$ cat config.mk
export PLATFORM = sky130hd
export DESIGN_NAME = product_bcd_converter
export DESIGN_NICKNAME = d
export VERILOG_FILES = /design/src/rtl/product_bcd_converter.sv
export SDC_FILE = /design/constraint.sdc
export NUM_CORES = 1
export LEC_CHECK = 0
export ABC_AREA = 1
export CORE_UTILIZATION = 60
export CTS_BUF_LIST = sky130_fd_sc_hd__clkbuf_2
export CTS_CLUSTER_DIAMETER = 150
export DETAILED_ROUTE_END_ITERATION = 8
export PLACE_DENSITY = 0.85
export SYNTH_ARGS = -nofsm -noshare
export SYNTH_HDL_FRONTEND = slang
export SYNTH_SLANG_ARGS = --single-unit
$ cat constraint.sdc
create_clock -name clk -period 5.75 [get_ports clk]
set_clock_uncertainty 0.1 [all_clocks]
set_input_delay 1.4375 -clock clk [delete_from_list [all_inputs] [get_ports clk]]
set_output_delay 1.4375 -clock clk [all_outputs]
set_load 0.01 [all_outputs]
$ cat src/rtl/product_bcd_converter.sv
// Binary-to-packed-BCD converter for the multiplier product, using double-dabble at one shift per clock.
// out_valid rises WIDTH edges after acceptance; the result is held until out_ready, and no input is taken while busy or done.
module product_bcd_converter #(
  parameter int WIDTH  = 16,
  parameter int DIGITS = 5
) (
  input  logic                  clk,
  input  logic                  rst,
  input  logic                  in_valid,
  output logic                  in_ready,
  input  logic [WIDTH-1:0]      product,
  output logic                  out_valid,
  input  logic                  out_ready,
  output logic [4*DIGITS-1:0]   bcd,
  output logic                  busy
);

  localparam int SW = 4*DIGITS + WIDTH;
  localparam int CW = $clog2(WIDTH + 1);

  localparam logic [1:0] IDLE  = 2'd0;
  localparam logic [1:0] SHIFT = 2'd1;
  localparam logic [1:0] DONE  = 2'd2;

  logic [1:0]          state;
  logic [SW-1:0]       scratch;
  logic [SW-1:0]       adj;
  logic [SW-1:0]       shifted;
  logic [CW-1:0]       cnt;
  logic [4*DIGITS-1:0] bcd_r;

  // Each digit is corrected on its own 4-bit lane, so no carry reaches its neighbour.
  always_comb begin
    adj = scratch;
    for (int d = 0; d < DIGITS; d++) begin
      if (scratch[WIDTH+4*d +: 4] >= 4'd5)
        adj[WIDTH+4*d +: 4] = scratch[WIDTH+4*d +: 4] + 4'd3;
    end
    shifted = {adj[SW-2:0], 1'b0};
  end

  always_ff @(posedge clk or posedge rst) begin
    if (rst) begin
      state   <= IDLE;
      scratch <= '0;
      cnt     <= '0;
      bcd_r   <= '0;
    end else begin
      case (state)
        IDLE: begin
          if (in_valid) begin
            scratch <= {{(4*DIGITS){1'b0}}, product};
            cnt     <= CW'(WIDTH);
            state   <= SHIFT;
          end
        end
        SHIFT: begin
          scratch <= shifted;
          cnt     <= cnt - 1'b1;
          if (cnt == CW'(1)) begin
            bcd_r <= shifted[SW-1:WIDTH];
            state <= DONE;
          end
        end
        DONE: begin
          if (out_ready)
            state <= IDLE;
        end
        default: state <= IDLE;
      endcase
    end
  end

  assign in_ready  = (state == IDLE);
  assign busy      = (state == SHIFT);
  assign out_valid = (state == DONE);
  assign bcd       = bcd_r;

endmodule
-- After elaboration in Yosys (flattened, before gate mapping)
Index checks and enable logic that the tools add are counted.
- $add $sub $neg: 6
- magnitude comparators: 5
- equality and inequality tests: 6
- muxes and demuxes: 13
- reduce and logical (&&, ||, !) cells: 5
- operator list (kind ; number):
    case mux 36 bit (2 select lines) ; 1
    2-to-1 mux 36 bit ; 1
    >= comparator 4 x 3 -> 1 bit, second input constant ; 5
    adder 4 x 2 -> 4 bit, second input constant ; 4
    2-to-1 mux 4 bit ; 4
    case mux 5 bit (2 select lines) ; 1
    2-to-1 mux 2 bit ; 3
    case mux 2 bit (3 select lines) ; 1
    == test 5 x 1 -> 1 bit, second input constant ; 1
    2-to-1 mux 5 bit ; 1
    subtractor 5 x 1 -> 5 bit, second input constant ; 1
    != test 2 x 1 -> 1 bit, second input constant ; 2
    AND reduction 2 bit ; 2
    adder 3 x 2 -> 3 bit, second input constant ; 1
    2-to-1 mux 3 bit ; 1
    AND reduction 3 bit ; 1
    == test 2 x 1 -> 1 bit, second input constant ; 1
    == test 2 bit, second input constant ; 1
    logical NOT 2 bit ; 1
    != test 2 bit, second input constant ; 1
    nonzero test 2 bit ; 1
- bits in registers: 63
- bits of input ports: 20
- word-level logic and storage cells: 39

-- Longest topological paths before layout
- word-level depth: 3
- depth in mapped cells: 9
- mapped depth without buffers: 9

-- Worst setup path before layout
OpenSTA, ideal clock, no wires.
- kind: register to output
- start point: register state[0]
- end point: output port busy
- data arrival time: 0.875 ns
- setup slack: 3.337 ns
- stages on the path, launching flop included: 5
- buffers on the path: 2
- path through: dfrtp_1 > buf_4 > inv_2 > nor2_4 > buf_2
- word-level cells in the longest chain between the ends: 1
- RTL lines (item ; RTL line ; text):
    start, declared ; 25 ; logic [1:0] state;
    start signal, assigned ; 44 ; state <= IDLE;
    start signal, assigned ; 54 ; state <= SHIFT;
    start signal, assigned ; 62 ; state <= DONE;
    == test 2 x 1 -> 1 bit ; 75 ; assign busy = (state == SHIFT);
    end, declared ; 15 ; output logic busy
No other way between the ends.

-- Worst setup path in the final report
Same ends and word-level chain as after synthesis.

==> flow_summary.ini <==
[critical_path]
crit_type = flip-flop to primary output
start_kind = flip-flop
end_kind = primary output
required_ps = 4210
path_max_fanout = 35
critPathArrivalTime_ps = 2420
worstReg2RegStart = state[0]
r2r_cells = 5
r2r-end = bcd[19]
ff2ff_setup_slack_ps = 3470

[hold_path]
min_from = bcd[13]
worstHoldEndpoint = bcd[13]
worstHoldPathType = flip-flop to flip-flop
whs_path_depth = 2

[synthesis]
yosysTopAreaCell = dfrtp_1
synth_cell_types = 25
synth-async-reset-ratio_pct = 100
syn-num-nets = 413
yosysSeqAreaShare_pct = 50.8
synth-main-ff-cell = dfrtp_1
yosysMostFrequentCell = nand2_1
ys_seq_elements = 63
synth-edff-count = 0
syn_inst = 381
synthesis.area_mm2 = 0.00310
synth_area_leaders = dfrtp_1, nand2_1, nand3_1
avgSynthCellArea_um2 = 8.14
synthTopCellsByCount = nand2_1, dfrtp_1, nand3_1, inv_1
synthDominantCellAreaShare_pct = 50.8
synth.yosys.warnings = 0

[clock_tree]
post_cts_buffers = 0
clk_latency_ps = 480
cts_num_sinks = 63
cts-root-buf = clkbuf_2
clk_pin_slew_ps = 180
clockBufferDepth = 2
htree_num_levels = 3
cts_made_buffers = 9
ctsResizeCount = 0
cts_hold_buf = 0
tritoncts = yes

[global_route]
met2_usage_pct = 41.9
grt_overflow = 0
use_met1_pct = 34.7
grt-busiest-layer = met2
grt_pass1_wl_um = 10700
use_met3_pct = 5.76
grt_pass1_vias = 2453
grt_max_degree = 64
antenna_found_initial = 0
grt.total_usage_pct = 26.4

[pwr]
max-vdd-ir-drop_mv = 0.425
p_seq_share_pct = 38.4
swShare_pct = 42.4
p_leak_uw = 0.00185
power_density_mw_per_mm2 = 553
clkPwrFrac_pct = 14.8
comb_power_share_pct = 46.8
internal-power_uw = 1160
p_sw_uw = 858

[timing]
finalHoldViolations = 0
finalSetupTns_ps = 0
period_share_pct = 68.9
min_period_ps = 3960
rsz0062_at_grt = no
clock.fmax_mhz = 252
tightest_slew_ps = 841
slew_headroom_pct = 43.8
slew_violations = 0
setup_violations = 0

[die]
die_w_um = 73.9
core-area_mm2 = 0.00485
start_util_pct = 64.0
io_pins = 43
die_area_mm2 = 0.00546
die_y_um = 73.9
num_rows = 25

[detailed_routing]
drtIter0Drc = 175
wire_per_inst_um = 13.0
routed_via_density = 5.27
finalWirelength_um = 6420
post-route-drc-count = 0
vias = 2604
firstDrtPassIters = 4
ant_nets = 0

[finish]
fillers = 360
fin_util_pct = 75.5
drive_gt1_share_pct = 5.85
insertedDiodeCount = 0
finalNetCount = 455
synthToLayoutAreaGrowth_pct = 18.0

[status]
outcome = finished, final reports clean

[placed_design]
dp.final_hpwl_um = 4210
place.gp.congestion = 0.822
port_buffers = 42

[flow_run]
maxCapViolations = 0
## power by group through the flow
stage               combinational (uW)  clock, uW  sequential [uW]
floorplan                          648          0              778
global placement                   900          0              772
CTS                                949        300              775
detailed placement                 944          0              781
finish                             946        300              776
global route                      1070        326              800
## cell type report
type	count	area (um2)	area share, %
clock buffer	10	50.0	1.37
clock inverter	5	73.8	2.02
multi-input combinational	273	1320	36.2
tap	67	83.8	2.29
sequential	63	1580	43.1
inverter	33	124	3.38
timing repair buffer	43	428	11.7
## flip-flops by register name, indices dropped and copies added (netlist names)
register,cells
bcd,20
cnt,5
scratch,36
state,2
## cells by family after synthesis
| group | share of synthesized area (%) |
|---|---|
| AOI/OAI and AO/OA | 5.28 |
| xor gates and xnor gates | 0.282 |
| adders and majority gates | 4.84 |
| buffers and inverters | 6.49 |
| DFF | 50.8 |
| and+or+nand+nor | 32.3 |
## how the worst max path moves through the flow
stage	endpoint	depth (start not counted)	start
3_5_place_dp	busy	3	state[0]
4_1_cts	busy	3	state[0]
6_report	busy	3	state[0]
3_3_place_gp	busy	3	state[0]
2_1_floorplan	bcd[0]	1	rst
5_1_grt	busy	3	state[0]
## critical path: stages (launching register included)
cell and delay, ps:
dfrtp_1 530, inv_2 80, nor2_4 650, clkdlybuf4s50_1 680
## through the flow
step | setup slack [ps] | hold slack, ps | total power (uW) | area, um2 | std cells
2_1_floorplan | 2640 | 342 | 1430 | 3100 | 381
4_1_cts | 1790 | 404 | 2020 | 3660 | 494
6_report | 1790 | 398 | 2020 | 3660 | 494
3_3_place_gp | 2390 | 356 | 1670 | 3540 | 479
3_5_place_dp | 2340 | 360 | 1720 | 3540 | 479
5_1_grt | 1680 | 420 | 2200 | 3660 | 494
## cells in the final DEF, fill, tap and decap left out
cell type,instances
nand2_1,155
dfrtp_1,63
nand3_1,52
clkdlybuf4s50_1,42
inv_1,29
o21ai_0,12
ha_1,12
clkbuf_2,10
nor2_1,9
nand4_1,8
o22ai_1,7
o21ai_1,6
inv_2,4
nor2_4,2
bufinv_16,2
clkinv_2,2
nand4_4,1
nand2_2,1
nand2_4,1
nor2_2,1
xnor2_1,1
o21a_1,1
o211ai_1,1
a21boi_0,1
nor3b_1,1
o31ai_1,1
clkinv_1,1
buf_4,1
## layer usage
layer | share of wire, % | wire [um]
met5 | 0 | 0
met4 | 1.6 | 100
met3 | 4.4 | 283
met2 | 48 | 3070
met1 | 46 | 2970
Note: power is estimated with default switching activity, not from simulation.
